**config.mk**
```make
export PLATFORM = sky130hd
export DESIGN_NAME = rr_sel_arbiter8
export DESIGN_NICKNAME = d
export VERILOG_FILES = /design/src/rtl/rr_sel_arbiter8_pkg.sv /design/src/rtl/rr_sel_arbiter8_pick8.sv /design/src/rtl/rr_sel_arbiter8.sv
export SDC_FILE = /design/constraint.sdc
export NUM_CORES = 1
export LEC_CHECK = 0
export BUFFER_PORTS_ARGS = -buffer_cell sky130_fd_sc_hd__buf_2
export CAP_MARGIN = 0
export CELL_PAD_IN_SITES_DETAIL_PLACEMENT = 0
export CELL_PAD_IN_SITES_GLOBAL_PLACEMENT = 1
export CORE_UTILIZATION = 44
export CTS_CLUSTER_DIAMETER = 60
export DETAILED_ROUTE_END_ITERATION = 6
export PLACE_DENSITY = 0.82
export SLEW_MARGIN = 40
export SYNTH_ARGS = -nofsm -noshare
export SYNTH_HDL_FRONTEND = slang
export SYNTH_SLANG_ARGS = --single-unit
export TNS_END_PERCENT = 50
```
**constraint.sdc**
```tcl
create_clock -name clk_i -period 6.45 [get_ports clk_i]
set_clock_uncertainty 0.05 [all_clocks]
set_input_delay 0.9675 -clock clk_i [delete_from_list [all_inputs] [get_ports clk_i]]
set_output_delay 0.9675 -clock clk_i [all_outputs]
set_load 0.05 [all_outputs]
```
**src/rtl/rr_sel_arbiter8_pkg.sv**
```systemverilog
// rtl/rr_sel_arbiter8_pkg.sv - shared state encodings, sizes and helpers for the round-robin select arbiter
package rr_sel_arbiter8_pkg;

  localparam int unsigned N_REQ = 8;
  localparam int unsigned IDX_W = 3;

  typedef enum logic {
    IDLE = 1'b0,
    OWN  = 1'b1
  } arb_state_e;

  function automatic logic [N_REQ-1:0] onehot8(input logic [IDX_W-1:0] idx);
    logic [N_REQ-1:0] r;
    r      = '0;
    r[idx] = 1'b1;
    return r;
  endfunction

endpackage

```
**src/rtl/rr_sel_arbiter8_pick8.sv**
```systemverilog
// rtl/rr_sel_arbiter8_pick8.sv - combinational round-robin pick: rotate, fixed-priority encode, add back
module rr_pick8
  import rr_sel_arbiter8_pkg::*;
(
  input  logic [N_REQ-1:0] req_i,
  input  logic [IDX_W-1:0] last_i,
  output logic [IDX_W-1:0] win_idx_o,
  output logic             win_valid_o
);

  logic [IDX_W-1:0]   start;
  logic [2*N_REQ-1:0] dbl;
  logic [N_REQ-1:0]   rot;
  logic [IDX_W-1:0]   off;

  // rot[j] is requester (start + j) mod 8, so the lowest set bit is the next in turn
  always_comb begin
    start = last_i + 3'd1;
    dbl   = {req_i, req_i} >> start;
    rot   = dbl[N_REQ-1:0];
    off   = '0;
    for (int j = N_REQ - 1; j >= 0; j--) begin
      if (rot[j]) off = IDX_W'(j);
    end
  end

  assign win_idx_o   = start + off;
  assign win_valid_o = |req_i;

endmodule

```
**src/rtl/rr_sel_arbiter8.sv**
```systemverilog
// rtl/rr_sel_arbiter8.sv - round-robin owner arbiter driving the one-hot grant and mux8_1 select code
module rr_sel_arbiter8
  import rr_sel_arbiter8_pkg::*;
#(
  parameter int unsigned HOLD_MAX = 16,
  parameter int unsigned CW       = 8
) (
  input  logic             clk_i,
  input  logic             rst_i,
  input  logic [N_REQ-1:0] req_i,
  input  logic             release_i,
  output logic [N_REQ-1:0] grant_o,
  output logic [IDX_W-1:0] sel_o,
  output logic             busy_o,
  output logic             timeout_o
);

  localparam logic [CW-1:0] HOLD_LAST = (HOLD_MAX == 0) ? '0 : CW'(HOLD_MAX - 1);
  localparam logic [CW-1:0] HOLD_SAT  = {CW{1'b1}};

  arb_state_e       state_q, state_d;
  logic [IDX_W-1:0] last_q, last_d;
  logic [CW-1:0]    hold_q, hold_d;
  logic [N_REQ-1:0] grant_q, grant_d;
  logic [IDX_W-1:0] sel_q, sel_d;
  logic             busy_q, busy_d;
  logic             timeout_q, timeout_d;

  logic [IDX_W-1:0] pick_last;
  logic [IDX_W-1:0] win_idx;
  logic             win_valid;
  logic             owner_req;
  logic             exit_hold;
  logic             exit_any;

  // While owning, the owner becomes the pointer so it is searched last on re-arbitration
  assign pick_last = (state_q == OWN) ? sel_q : last_q;

  rr_pick8 u_pick (
    .req_i       (req_i),
    .last_i      (pick_last),
    .win_idx_o   (win_idx),
    .win_valid_o (win_valid)
  );

  assign owner_req = req_i[sel_q];
  assign exit_hold = (HOLD_MAX != 0) && (hold_q == HOLD_LAST);
  assign exit_any  = !owner_req || release_i || exit_hold;

  always_comb begin
    state_d   = state_q;
    last_d    = last_q;
    hold_d    = hold_q;
    grant_d   = grant_q;
    sel_d     = sel_q;
    busy_d    = busy_q;
    timeout_d = 1'b0;
    case (state_q)
      IDLE: begin
        if (win_valid) begin
          state_d = OWN;
          grant_d = onehot8(win_idx);
          sel_d   = win_idx;
          busy_d  = 1'b1;
          hold_d  = '0;
        end
      end
      OWN: begin
        if (exit_any) begin
          last_d    = sel_q;
          timeout_d = exit_hold && owner_req && !release_i;
          hold_d    = '0;
          if (win_valid) begin
            grant_d = onehot8(win_idx);
            sel_d   = win_idx;
          end else begin
            state_d = IDLE;
            grant_d = '0;
            busy_d  = 1'b0;
          end
        end else if (hold_q != HOLD_SAT) begin
          hold_d = hold_q + CW'(1);
        end
      end
      default: state_d = IDLE;
    endcase
  end

  always_ff @(posedge clk_i) begin
    if (rst_i) begin
      state_q   <= IDLE;
      last_q    <= 3'd7;
      hold_q    <= '0;
      grant_q   <= '0;
      sel_q     <= '0;
      busy_q    <= 1'b0;
      timeout_q <= 1'b0;
    end else begin
      state_q   <= state_d;
      last_q    <= last_d;
      hold_q    <= hold_d;
      grant_q   <= grant_d;
      sel_q     <= sel_d;
      busy_q    <= busy_d;
      timeout_q <= timeout_d;
    end
  end

  assign grant_o   = grant_q;
  assign sel_o     = sel_q;
  assign busy_o    = busy_q;
  assign timeout_o = timeout_q;

endmodule

```
=== Word-level counts from Yosys, hierarchy flattened ===
Index checks and enable logic that the tools add are counted.

* Flip-flop bits (word level): 25
* Logic and storage cells: 66
* Bits of input ports: 11

* Multiplexer cells: 31
* $add $sub $neg: 3
* $lt $le $gt $ge: 3
* Reductions and logical operators: 13
* Bitwise gates (word level): 2
* Equality and inequality tests: 6
* Shift-type cells: 1

{| class="wikitable"
|+ Operators with widths
! operator !! number
|-
| $mux 8 || 6
|-
| $mux 3 || 11
|-
| $pmux 8 s2 || 2
|-
| $shr 16x3->8 || 1
|-
| $add 8x1->8 const B || 1
|-
| $eq 8x4->1 const B || 1
|-
| $lt 3x4->1 const B || 2
|-
| $ne 8x8->1 const B || 1
|-
| $reduce_or 8->1 || 1
|-
| $mux 1 || 7
|-
| $pmux 3 s2 || 1
|-
| $reduce_and 2->1 || 3
|-
| $ne 2x1->1 const B || 2
|-
| $pmux 1 s2 || 2
|-
| $add 3x1->3 const B || 1
|-
| $add 3x3->3 || 1
|-
| $bmux 1 s3 || 1
|-
| $demux 1 s3 || 1
|-
| $ge 3x1->1 const B || 1
|-
| $logic_and 1x1->1 || 3
|-
| $ne 3x1->1 const B || 1
|-
| $reduce_and 3->1 || 1
|-
| $reduce_or 3->1 || 1
|-
| $logic_not 1->1 || 2
|-
| 3 further kinds || 5
|}

=== Depth between registers and ports, before layout ===
Gate-level depths: netlist of the first run.

* Word-level depth: 19
* Gate-level depth with buffers: 16

=== By module ===
Synthesis of the first run repeated with hierarchy kept, for this count alone.

* Cell total of the unflattened synthesis: 188
* Area, all modules: 1726.7 µm²

{| class="wikitable"
|+ By module, submodules not included
! module !! area an instance (µm²) !! instances !! sequential area each (µm²) !! cells an instance
|-
| rr_sel_arbiter8 || 1266.2 || 1 || 500.5 || 143
|-
| rr_pick8 || 460.4 || 1 || 0.0 || 45
|}

=== Worst setup path before layout of the first run ===
OpenSTA, ideal clock, no wires.

* Kind: register to register
* From: reg sel_q[0] (netlist: sel_o[0])
* To: reg grant_q[1] (netlist: grant_o[1])
* Data arrival time: 4.643 ns
* Path slack: 1.695 ns
* Setup time: 0.062 ns
* Cell stages (with the launch flop): 15
* Cell sequence: dfxtp_1 > mux2i_4 > buf_6 > inv_1 > ha_1 > xor2_2 > mux4_2 > nor2b_1 > a31oi_1 > a21boi_0 > ha_1 > fa_1 > or4b_4 > or4_1 > nand3_1

* Longest elaborated chain between the ends: 19
* Elaborated cells between the ends (all ways): 28
* Classes of those cells: add/sub (2); order compare (2); eq/ne (1); shift (1); mux (17); reduce/logical (5)

{| class="wikitable"
|+ RTL lines
! item !! line !! RTL
|-
| start: declaration || rr_sel_arbiter8.sv:25 || <nowiki>logic [IDX_W-1:0] sel_q, sel_d;</nowiki>
|-
| start signal: assignment || rr_sel_arbiter8.sv:103 || <nowiki>sel_q <= sel_d;</nowiki>
|-
| $mux 3 * || rr_sel_arbiter8.sv:37 || <nowiki>assign pick_last = (state_q == OWN) ? sel_q : last_q;</nowiki>
|-
| $add 3x1->3 * || rr_sel_arbiter8_pick8.sv:18 || <nowiki>start = last_i + 3'd1;</nowiki>
|-
| $shr 16x3->8 || rr_sel_arbiter8_pick8.sv:19 || <nowiki>dbl = {req_i, req_i} >> start;</nowiki>
|-
| $mux 3 (8 in series) || rr_sel_arbiter8_pick8.sv:23 || <nowiki>if (rot[j]) off = IDX_W'(j);</nowiki>
|-
| $add 3x3->3 * || rr_sel_arbiter8_pick8.sv:27 || <nowiki>assign win_idx_o = start + off;</nowiki>
|-
| via u_pick.win_idx_o[1] || rr_sel_arbiter8_pick8.sv:7 || <nowiki>output logic [IDX_W-1:0] win_idx_o,</nowiki>
|-
| $lt 3x4->1 (not written as such) or $ge 3x1->1 (tied branches) || rr_sel_arbiter8_pkg.sv:15 || <nowiki>r[idx] = 1'b1;</nowiki>
|-
| $logic_and 1x1->1 (not written as such) || rr_sel_arbiter8_pkg.sv:15 ||
|-
| $mux 1 (not written as such) || rr_sel_arbiter8_pkg.sv:15 ||
|-
| $demux 1 s3 * || rr_sel_arbiter8_pkg.sv:15 ||
|-
| $mux 8 || rr_sel_arbiter8.sv:73 || <nowiki>if (win_valid) begin</nowiki>
|-
| $mux 8 || rr_sel_arbiter8.sv:69 || <nowiki>if (exit_any) begin</nowiki>
|-
| $pmux 8 s2 * || rr_sel_arbiter8.sv:58 || <nowiki>case (state_q)</nowiki>
|-
| end signal: assignment || rr_sel_arbiter8.sv:102 || <nowiki>grant_q <= grant_d;</nowiki>
|-
| end: declaration || rr_sel_arbiter8.sv:24 || <nowiki>logic [N_REQ-1:0] grant_q, grant_d;</nowiki>
|}

The timed path passes the listed nets; every way through them passes the cells marked *. The select of a mux whose other input is x is not followed.
A chain may end at the register's enable or synchronous reset.

=== Worst setup path in the final report of the first run ===
* From: reg state_q
* To: reg grant_q[1] (netlist: grant_o[1])

* Longest elaborated chain between the ends: 19
* Elaborated cells between the ends (all ways): 25
* Classes of those cells: add/sub (2); order compare (2); eq/ne (2); shift (1); mux (15); bitwise (1); reduce/logical (2)

{| class="wikitable"
|+ RTL lines
! item !! line !! RTL
|-
| start: declaration || rr_sel_arbiter8.sv:21 || <nowiki>arb_state_e state_q, state_d;</nowiki>
|-
| start signal: assignment || rr_sel_arbiter8.sv:99 || <nowiki>state_q <= state_d;</nowiki>
|-
| $mux 3 * || rr_sel_arbiter8.sv:37 ||
|-
| $add 3x1->3 * || rr_sel_arbiter8_pick8.sv:18 ||
|-
| $shr 16x3->8 || rr_sel_arbiter8_pick8.sv:19 ||
|-
| $mux 3 (8 in series) || rr_sel_arbiter8_pick8.sv:23 ||
|-
| $add 3x3->3 * || rr_sel_arbiter8_pick8.sv:27 ||
|-
| via u_pick.win_idx_o[1] || rr_sel_arbiter8_pick8.sv:7 ||
|-
| $lt 3x4->1 (not written as such) or $ge 3x1->1 (tied branches) || rr_sel_arbiter8_pkg.sv:15 ||
|-
| $logic_and 1x1->1 (not written as such) || rr_sel_arbiter8_pkg.sv:15 ||
|-
| $mux 1 (not written as such) || rr_sel_arbiter8_pkg.sv:15 ||
|-
| $demux 1 s3 * || rr_sel_arbiter8_pkg.sv:15 ||
|-
| $mux 8 || rr_sel_arbiter8.sv:73 ||
|-
| $mux 8 || rr_sel_arbiter8.sv:69 ||
|-
| $pmux 8 s2 * || rr_sel_arbiter8.sv:58 ||
|}

Marked as above.

==> results.ini, run 1 <==
[timing]
rsz0062_at_grt = false
slew_headroom = 0.582
fmax_mhz = 194
setup_viol = 0
finalCritPeriodShare = 0.800
period_needed_ps = 5160
worst_slack_ps = 1290
worst_pin_slew_ps = 623
slew_viol_final = 0
whs_ps = 408
fin_tns_setup_ps = 0
hold_violations = 0

[placed_design]
dp_cells = 262
routabilityCongestion = 0.814
post-place-ws_ps = 1310
dp_hpwl_um = 2910
port_buffers = 23

[floorplan]
die-height_um = 67.0
fp.coreArea_mm2 = 0.00403
dieWidth_um = 67.0
ios = 24
initial_core_util = 0.461
rows = 23
die_area_mm2 = 0.00449

[clock_tree]
cts_htree_levels = 1
cts_tree = built
ctsResizeCount = 0
cts_buffer_depth = 2
cts_inserted_buffers = 3
cts_setup_buffers = 0
clock_latency_ps = 270
clkSlewWorstSetupHoldPaths_ps = 90
cts.sink_count = 25
hold_buffers = 0
clock-root-buffer = clkbuf_8

[worst_setup_path]
crit_type = register to register
path_cells = mux2i_4, inv_1, ha_1, xor2_2, mux4_2, nor2b_1, a31oi_1, a21boi_0, ha_1, fa_1, or4b_4, or4_1, nand3_1
crit_buf_inv = 1
required_ps = 6620
crit_path_end_kind = register
r2r_slack_ps = 1290
cp-start-kind = register
rr_endpoint = grant_o[1]$_SDFFE_PP0P_
timing.critical_path.slowest_cell_delay_ps = 640
r2r-start = state_q$_SDFF_PP0_
ff2ff_path_depth = 13
crit_slowest_cell = dfxtp_1
arrival_ps = 5330
critPathTopFamily = simple AND/OR/NAND/NOR gates
crit_path_frequent_cell = ha_1
cp_max_fo = 14

[route]
ant_nets = 0
routedWlPerCell_um = 14.4
initialDrtViolationCount = 107
firstDrtPassIters = 4
via_per_inst = 5.83
drc_errors = 0
wirelength_um = 3820
num_vias = 1551

[synthesis]
synth.avg_cell_area_um2 = 9.34
synth_seq_area_share = 0.269
yosysTopAreaCellShare = 0.269
synth_xor_area_frac = 0.0411
synth_compound_area_frac = 0.114
synth_flop_cell = dfxtp_1
synthCells = 199
synth_top_family_by_area = multiplexers
syn_nets = 214
syn_area_mm2 = 0.00186
synth-simple-area-share = 0.246
synth_area_leaders = dfxtp_1 27%, mux4_2 11%, mux2i_1 5.9%
yosysWarnings = 0
yosys.area.top_type = dfxtp_1
synth-seq-cells = 25
synthAdderAreaFrac = 0.0310
synthArstFlopShare = 0
synth.distinct_cells = 47
synthMuxAreaShare = 0.257
synth-edff-count = 0

[final_layout]
final_common_cell = dfxtp_1
instances_no_fill = 266
nets = 232
n_antenna_cell = 0
drive_gt1_frac = 0.227
final_cell_mix = 25 x dfxtp_1, 23 x buf_2, 19 x nand3_1
area_growth_pct = 9.09

[run]
drv_cap = 0

[power_and_ir_drop]
p_per_area_mw_per_mm2 = 445
peakVddDrop_v = 0.000281
p_leak_uw = 0.000789

[global_route]
grtUsageTotal = 0.197
grt-ovfl-total = 0
grt_pass1_wl_um = 6710
grt_pass1_vias = 1458
grt_max_degree = 16
antenna_found_initial = 0

[outcome]
status = completed

[min_path]
hold_depth = 2
holdPathEnd = grant_o[6]$_SDFFE_PP0P_
hold_path_startpoint = grant_o[6]$_SDFFE_PP0P_
worstHoldPathType = register to register

==> state kept, by name, summed over array words and instances (netlist names) <==
name,cells
state_q,1
sel_o,3
grant_o,8
busy_o,1
hold_q,8
timeout_o,1
last_q,3
==> where the power goes <==
group | switching (µW) | internal, µW | leakage, µW
combinational | 348 | 262 | 0.000561
clock | 48.5 | 44.2 | 0.0000228
sequential | 22.7 | 177 | 0.000204
==> per-stage QoR <==
step | total power [µW] | instance area [µm²] | utilization
2_1_floorplan | 712 | 1860 | -
3_3_place_gp | 804 | 1980 | 0.492
3_5_place_dp | 810 | 1980 | 0.492
4_1_cts | 906 | 2030 | 0.503
5_1_grt | 985 | 2030 | 0.503
6_report | 902 | 2030 | 0.503
==> worst register-to-register path, stage by stage (launching register included) <==
cell	delay (ps)
dfxtp_1	640
mux2i_4	620
inv_1	100
ha_1	290
xor2_2	430
mux4_2	610
nor2b_1	160
a31oi_1	130
a21boi_0	110
ha_1	220
fa_1	540
or4b_4	580
or4_1	540
nand3_1	90
==> cell usage after synthesis, drive strengths merged, types with 2 or more instances <==
master / instances
o21ai: 7
nand3: 19
nand2b: 2
clkbuf: 6
mux2: 6
buf: 4
nor3: 6
nor2: 15
nor4: 5
ha: 3
mux4: 11
nand2: 18
a21oi: 3
xnor2: 6
a211o: 5
or3: 3
mux2i: 13
or4: 6
o211ai: 2
inv: 6
and4: 2
nand4: 3
nor2b: 2
dfxtp: 25
or2: 2
o21bai: 2
a31oi: 3
==> kinds of logic (layout without fill, tap and decap cells) <==
logic type | count (synthesis) | in the layout
mux | 30 | 30
simple gates | 87 | 87
fa+ha+maj | 4 | 4
flops | 25 | 25
xor+xnor | 7 | 7
buf+inv | 16 | 33
compound gates | 30 | 30
==> layer usage <==
layer / part of all wire / track usage / up-vias
met3: 0.015 / 0.0257 / 5
li1: - / - / 793
met1: 0.50 / 0.259 / 736
met5: 0 / 0 / -
met4: 0.013 / 0.0638 / 0
met2: 0.48 / 0.328 / 17
==> layout make-up <==
class | instances | area (µm²)
clock buffer | 4 | 45.0
fill | 412 | 2000
inverter | 6 | 22.5
multi-input combinational | 158 | 1280
sequential | 25 | 500
tap | 50 | 62.6
timing repair buffer | 23 | 115
==> how the worst max path moves through the flow <==
stage,from,end,slack (ps),depth (start not counted)
3_3_place_gp,state_q$_SDFF_PP0_,grant_o[5]$_SDFFE_PP0P_,1440,13
2_1_floorplan,sel_o[0]$_SDFFE_PP0P_,grant_o[1]$_SDFFE_PP0P_,1700,14
6_report,state_q$_SDFF_PP0_,grant_o[1]$_SDFFE_PP0P_,1290,13
4_1_cts,state_q$_SDFF_PP0_,grant_o[1]$_SDFFE_PP0P_,1270,13
5_1_grt,state_q$_SDFF_PP0_,grant_o[1]$_SDFFE_PP0P_,950,13
3_5_place_dp,state_q$_SDFF_PP0_,grant_o[1]$_SDFFE_PP0P_,1310,13
No activity file was read; power rests on OpenSTA's default activity.
==> run 2: changes to the inputs <==
--- a/config.mk
+++ b/config.mk
@@ -5,14 +5,15 @@
 export SDC_FILE = /design/constraint.sdc
 export NUM_CORES = 1
 export LEC_CHECK = 0
+export ABC_AREA = 1
 export BUFFER_PORTS_ARGS = -buffer_cell sky130_fd_sc_hd__buf_2
 export CAP_MARGIN = 0
 export CELL_PAD_IN_SITES_DETAIL_PLACEMENT = 0
 export CELL_PAD_IN_SITES_GLOBAL_PLACEMENT = 1
-export CORE_UTILIZATION = 44
+export CORE_UTILIZATION = 41
 export CTS_CLUSTER_DIAMETER = 60
 export DETAILED_ROUTE_END_ITERATION = 6
-export PLACE_DENSITY = 0.82
+export PLACE_DENSITY = 0.83
 export SLEW_MARGIN = 40
 export SYNTH_ARGS = -nofsm -noshare
 export SYNTH_HDL_FRONTEND = slang
==> constraint.sdc (replaced) <==
create_clock -name clk_i -period 5.21 [get_ports clk_i]
set_clock_uncertainty 0.05 [all_clocks]
set_input_delay 0.7815 -clock clk_i [delete_from_list [all_inputs] [get_ports clk_i]]
set_output_delay 0.7815 -clock clk_i [all_outputs]
set_load 0.05 [all_outputs]
==> results.ini, run 2 <==
[synthesis]
synthArstFlopShare = 0  ; unchanged
synth-seq-cells = 25  ; unchanged
synth-edff-count = 0  ; unchanged
yosys.area.top_type = dfxtp_1
synth_area_leaders = dfxtp_1 26%, nand2_1 16%, nand3_1 13%
synthTopCellsByCount = 82 x nand2_1, 48 x nand3_1, 26 x inv_1, 25 x dfxtp_1, 17 x nand2_2
synth_flop_cell = dfxtp_1
synth_seq_area_share = 0.264  ; -0.00586
yosysWarnings = 0  ; unchanged
synthCells = 289  ; +45%
syn_area_mm2 = 0.00190  ; +2.2%
synth.distinct_cells = 35  ; -26%
yosysTopAreaCellShare = 0.264  ; -0.00586
yosysMostFrequentCell = nand2_1
synth.avg_cell_area_um2 = 6.57  ; -30%
syn_nets = 304  ; +42%

[final_layout]
instances_no_fill = 361  ; +36%
drive_gt1_frac = 0.214  ; -0.0133
nets = 325  ; +40%
final_cell_mix = 82 x nand2_1, 48 x nand3_1, 26 x inv_1
nFillCells = 477  ; +16%
area_growth_pct = 9.03  ; about the same
n_antenna_cell = 0  ; unchanged
final_common_cell = nand2_1
final_core_utilization = 0.469  ; -0.0340

[timing]
fmax_mhz = 233  ; +20%
rsz0062_at_grt = false
fin_tns_setup_ps = 0  ; unchanged
period_needed_ps = 4280  ; -876 ps
slew_viol_final = 0  ; unchanged
whs_ps = 405  ; -2.84 ps
setup_viol = 0  ; unchanged
slew_headroom = 0.634  ; +0.0522
worst_pin_slew_ps = 546  ; -77.2 ps
hold_violations = 0  ; unchanged
finalCritPeriodShare = 0.822  ; +0.0223

[placed_design]
routabilityCongestion = 0.838  ; +2.9%
dp_hpwl_um = 3540  ; +21%
port_buffers = 23  ; unchanged
dp_cells = 357  ; +36%

[run]
drv_cap = 0  ; unchanged

[power_and_ir_drop]
swShare = 0.544  ; +0.0788
peakVddDrop_v = 0.000267  ; -4.8%
pwr-share-comb = 0.659  ; -0.017
p_per_area_mw_per_mm2 = 543  ; +22%
p_leak_uw = 0.00103  ; +31%
p_sw_uw = 611  ; +46%
power_uw = 1120  ; +25%
p_seq_frac = 0.235  ; +0.014
internal_power_uw = 513  ; +6.2%
p_clk_frac = 0.106  ; +0.003

[route]
drc_errors = 0  ; unchanged
via_per_inst = 5.12  ; -12%
routedWlPerCell_um = 12.1  ; -16%
ant_nets = 0  ; unchanged
wirelength_um = 4360  ; +14%
firstDrtPassIters = 4  ; unchanged
num_vias = 1849  ; +19%
initialDrtViolationCount = 95  ; -11%

[worst_setup_path]
r2r_slack_ps = 930  ; -360 ps
path_cells = inv_2, nand2_2, nand2_4, ha_1, clkinv_1, nand3_1, nand2_1, nand2_1, nand2_1, nand3_1, nand2_1, nand2_1, nand2_1, nand2_1, a21boi_0, ha_1, fa_1, xnor2_1, inv_1, nand3_1, nand2_2, nand3_1, nand2_1
crit_path_frequent_cell = nand2_1
crit_path_end_kind = register
critPathTopFamily = simple AND/OR/NAND/NOR gates
crit_slowest_cell = dfxtp_1
crit_buf_inv = 3  ; +2
required_ps = 5340  ; -1280 ps
timing.critical_path.slowest_cell_delay_ps = 620  ; -20 ps
cp_max_fo = 12  ; -2
arrival_ps = 4410  ; -920 ps
cp-start-kind = register
crit_type = register to register

[clock_tree]
cts_htree_levels = 1  ; unchanged
clkSlewWorstSetupHoldPaths_ps = 100  ; about the same
clock_latency_ps = 270  ; about the same
cts_tree = built
cts_inserted_buffers = 3  ; unchanged
ctsResizeCount = 0  ; unchanged
hold_buffers = 0  ; unchanged
cts_buffer_depth = 2  ; unchanged
cts.sink_count = 25  ; unchanged
clock-root-buffer = clkbuf_8
cts_setup_buffers = 0  ; unchanged

[floorplan]
initial_core_util = 0.430  ; -0.0309
die_area_mm2 = 0.00491  ; +9.4%
fp.coreArea_mm2 = 0.00441  ; +9.6%
dieWidth_um = 70.1  ; +4.6%
die-height_um = 70.1  ; +4.6%
rows = 24  ; +4.3%
ios = 24  ; unchanged

[global_route]
grtUsageTotal = 0.185  ; -0.0114
grt_pass1_wl_um = 7500  ; +12%
grt_pass1_vias = 1671  ; +15%
grt-ovfl-total = 0  ; unchanged
antenna_found_initial = 0  ; unchanged
grt_max_degree = 16  ; unchanged

[min_path]
worstHoldPathType = register to register

[outcome]
status = completed

## run 2: worst register-to-register path: stages, from the launching register on
cell,delay [ps]
dfxtp_1,620
inv_2,180
nand2_2,270
nand2_4,130
ha_1,530
clkinv_1,340
nand3_1,200
nand2_1,70
nand2_1,50
nand2_1,90
nand3_1,80
nand2_1,50
nand2_1,50
nand2_1,40
nand2_1,50
a21boi_0,80
ha_1,220
fa_1,410
xnor2_1,260
inv_1,100
nand3_1,110
nand2_2,80
nand3_1,80
nand2_1,50
## run 2: cell type report
type | instances | area [µm²] | area share
sequential | 25 | 500 | 0.242
multi-input combinational | 227 | 1230 | 0.592
clock inverter | 1 | 7.51 | 0.00363
inverter | 30 | 115 | 0.0556
clock buffer | 3 | 41.3 | 0.0199
tap | 52 | 65.1 | 0.0314
timing repair buffer | 23 | 115 | 0.0556
## run 2: path summary, 6_finish.rpt
kind,start,to,cells past startpoint
worst max-delay path,state_q$_SDFF_PP0_,grant_o[7]$_SDFFE_PP0P_,23
worst min-delay path,grant_o[2]$_SDFFE_PP0P_,grant_o[2]$_SDFFE_PP0P_,2
worst max register to register,state_q$_SDFF_PP0_,grant_o[7]$_SDFFE_PP0P_,23
worst min register to register,grant_o[2]$_SDFFE_PP0P_,grant_o[2]$_SDFFE_PP0P_,2
## run 2: metal layers
layer / global-route usage / up-vias / wire length [µm]
met4: 0.0333 / 0 / 18
met1: 0.254 / 820 / 2200
met2: 0.312 / 27 / 2040
li1: - / 1000 / -
met5: 0 / - / 0
met3: 0.0260 / 2 / 105
## run 2: kinds of logic (layout without fill, tap and decap cells)
logic type	count (synthesis)	count (layout)	share of synthesized area
simple gates	189	189	0.502
xor+xnor	6	6	0.0277
compound gates	28	28	0.0856
flops	25	25	0.264
fa+ha+maj	4	4	0.0303
buf+inv	37	57	0.0909
## run 2: through the flow
step / setup WS (ps) / area (µm²)
floorplan: 1810 / 1900
global placement: 1050 / 2020
detailed placement: 965 / 2020
CTS: 946 / 2070
global route: 490 / 2070
finish: 927 / 2070
## run 2: power by group through the flow
stage                     logic [µW]  clock network [µW]  registers (µW)
after floorplan                  527                   0             358
after global placement           739                   0             270
after detailed placement         743                   0             268
after CTS                        746                 122             264
after global routing             831                 130             270
final                            741                 119             264
==> run 3: changes to the inputs <==
--- a/config.mk
+++ b/config.mk
@@ -10,10 +10,10 @@
 export CAP_MARGIN = 0
 export CELL_PAD_IN_SITES_DETAIL_PLACEMENT = 0
 export CELL_PAD_IN_SITES_GLOBAL_PLACEMENT = 1
-export CORE_UTILIZATION = 41
+export CORE_UTILIZATION = 37
 export CTS_CLUSTER_DIAMETER = 60
 export DETAILED_ROUTE_END_ITERATION = 6
-export PLACE_DENSITY = 0.83
+export PLACE_DENSITY = 0.79
 export SLEW_MARGIN = 40
 export SYNTH_ARGS = -nofsm -noshare
 export SYNTH_HDL_FRONTEND = slang
==> constraint.sdc (replaced) <==
create_clock -name clk_i -period 3.9 [get_ports clk_i]
set_clock_uncertainty 0.05 [all_clocks]
set_input_delay 0.585 -clock clk_i [delete_from_list [all_inputs] [get_ports clk_i]]
set_output_delay 0.585 -clock clk_i [all_outputs]
set_load 0.05 [all_outputs]
==> results.ini, run 3 (synthesis gave the netlist of run 2 again) <==
[final_layout]
area_growth_pct = 11.5
final_cell_mix = 82 x nand2_1, 48 x nand3_1, 26 x inv_1
n_antenna_cell = 0  ; unchanged
fin_area_mm2 = 0.00212  ; +2.3%
final_common_cell = nand2_1
nFillCells = 547  ; +15%
regArea_um2 = 502  ; +0.25%
instances_no_fill = 378  ; +4.7%
drive_gt1_frac = 0.225  ; +0.0115
final_core_utilization = 0.440  ; -0.0294
nets = 327  ; +0.62%
multi_input_area_mm2 = 0.00124  ; +1.0%

[floorplan]
ios = 24  ; unchanged
initial_core_util = 0.394  ; -0.0360
fp.coreArea_mm2 = 0.00482  ; +9.1%
dieWidth_um = 73.6  ; +5.1%
die_area_mm2 = 0.00542  ; +10%
die-height_um = 73.6  ; +5.1%
rows = 25  ; +4.2%

[clock_tree]
clock_latency_ps = 280  ; about the same
clkSlewWorstSetupHoldPaths_ps = 90  ; about the same
cts_buffer_depth = 2  ; unchanged
cts_setup_buffers = 0  ; unchanged
cts_tree = built
ctsResizeCount = 0  ; unchanged
cts_htree_levels = 1  ; unchanged
clock-root-buffer = clkbuf_8
cts.sink_count = 25  ; unchanged
cts_inserted_buffers = 3  ; unchanged
hold_buffers = 0  ; unchanged

[power_and_ir_drop]
swShare = 0.542  ; -0.00152
pwr-share-comb = 0.665  ; +0.006
p_per_area_mw_per_mm2 = 722  ; +33%
p_seq_frac = 0.231  ; -0.004
p_leak_uw = 0.00105  ; +1.7%
p_sw_uw = 829  ; +36%
peakVddDrop_v = 0.000370  ; +38%
p_clk_frac = 0.104  ; -0.002
internal_power_uw = 701  ; +37%

[global_route]
grt_pass1_wl_um = 7770  ; +3.6%
grt-ovfl-total = 0  ; unchanged
grt_pass1_vias = 1723  ; +3.1%
antenna_found_initial = 0  ; unchanged
grtUsageTotal = 0.183  ; -0.00243
grt_max_degree = 16  ; unchanged

[outcome]
status = completed

[placed_design]
routabilityCongestion = 0.834  ; -0.42%
port_buffers = 23  ; unchanged
dp_hpwl_um = 3540  ; +0.14%
dp_cells = 374  ; +4.8%
placed_area_mm2 = 0.00206  ; +1.7%

[min_path]
hold_path_startpoint = grant_o[3]$_SDFFE_PP0P_
worstHoldPathType = register to register

[route]
wirelength_um = 4520  ; +3.6%
drc_errors = 0  ; unchanged
ant_nets = 0  ; unchanged
initialDrtViolationCount = 65  ; -32%
num_vias = 1868  ; +1.0%
firstDrtPassIters = 4  ; unchanged
via_per_inst = 4.94  ; -3.5%
routedWlPerCell_um = 12.0  ; -1.1%

[worst_setup_path]
crit_type = register to register
required_ps = 4030  ; -1310 ps
path_cells = buf_4, nand2_4, nand2_4, ha_1, clkinv_1, nand3_1, nand2_1, nand2_1, nand2_1, nand3_1, nand2_1, nand2_1, nand2_1, nand2_1, a21boi_0, ha_1, fa_1, xnor2_2, inv_1, nand3_1, nand2_2, nand3_1, nand2_1
startpoint = state_q$_SDFF_PP0_
timing.critical_path.slowest_cell_delay_ps = 440  ; -180 ps
critPathTopFamily = simple AND/OR/NAND/NOR gates
r2r-start = state_q$_SDFF_PP0_
cp_max_fo = 11  ; -1
crit_slowest_cell = fa_1
arrival_ps = 3640  ; -770 ps
cp-start-kind = register
crit_path_frequent_cell = nand2_1
crit_buf_inv = 3  ; unchanged
crit_path_end_kind = register

[timing]
slew_headroom = 0.633  ; -0.000881
slew_viol_final = 0  ; unchanged
fmax_mhz = 285  ; +22%
period_needed_ps = 3510  ; -776 ps
setup_viol = 0  ; unchanged
worst_pin_slew_ps = 547  ; +1.31 ps
hold_violations = 0  ; unchanged
rsz0062_at_grt = false
fin_tns_setup_ps = 0  ; unchanged
finalCritPeriodShare = 0.899  ; +0.0772

[run]
drv_cap = 0  ; unchanged

## run 3: changes by cell type in the layout (fill, tap and decap cells not counted), sizes merged
cell  previous run  this run
buf             23        25
## run 3: power groups by stage
stage / clock network [µW] / logic, µW / registers [µW]
final: 160 / 1020 / 353
after global routing: 175 / 1160 / 361
after CTS: 166 / 1010 / 352
after detailed placement: 0 / 1000 / 359
after global placement: 0 / 1000 / 360
after floorplan: 0 / 704 / 478
## run 3: worst paths after layout
check	endpoint	slack, ps	cells after the start
worst max-delay path	grant_o[5]$_SDFFE_PP0P_	390	23
worst min register to register	grant_o[3]$_SDFFE_PP0P_	400	2
worst min-delay path	grant_o[3]$_SDFFE_PP0P_	400	2
worst max register to register	grant_o[5]$_SDFFE_PP0P_	390	23
## run 3: layer usage
| metal | share of wire | GRT usage | wire (µm) |
|---|---|---|---|
| met3 | 0.021 | 0.0233 | 97 |
| met2 | 0.48 | 0.302 | 2150 |
| met5 | 0 | 0 | 0 |
| met1 | 0.49 | 0.244 | 2210 |
| met4 | 0.013 | 0.0641 | 59 |
## run 3: worst register-to-register path: stages (launching register included)
cell,delay (ps)
dfxtp_1,330
buf_4,180
nand2_4,170
nand2_4,110
ha_1,310
clkinv_1,230
nand3_1,190
nand2_1,70
nand2_1,50
nand2_1,80
nand3_1,80
nand2_1,50
nand2_1,50
nand2_1,40
nand2_1,40
a21boi_0,100
ha_1,240
fa_1,440
xnor2_2,220
inv_1,90
nand3_1,100
nand2_2,80
nand3_1,70
nand2_1,50
## run 3: metrics by stage
step	power, µW	hold slack, ps	setup slack [ps]
2_1_floorplan	1180	396	496
3_3_place_gp	1360	386	426
3_5_place_dp	1360	386	391
4_1_cts	1530	406	359
5_1_grt	1690	425	10.1
6_report	1530	402	393
## run 3: final cells by class
type                       instances  share of cell area
tap                               67              0.0396
clock inverter                     1             0.00354
timing repair buffer              25              0.0614
inverter                          30              0.0543
sequential                        25               0.237
clock buffer                       3              0.0195
multi-input combinational        227               0.585
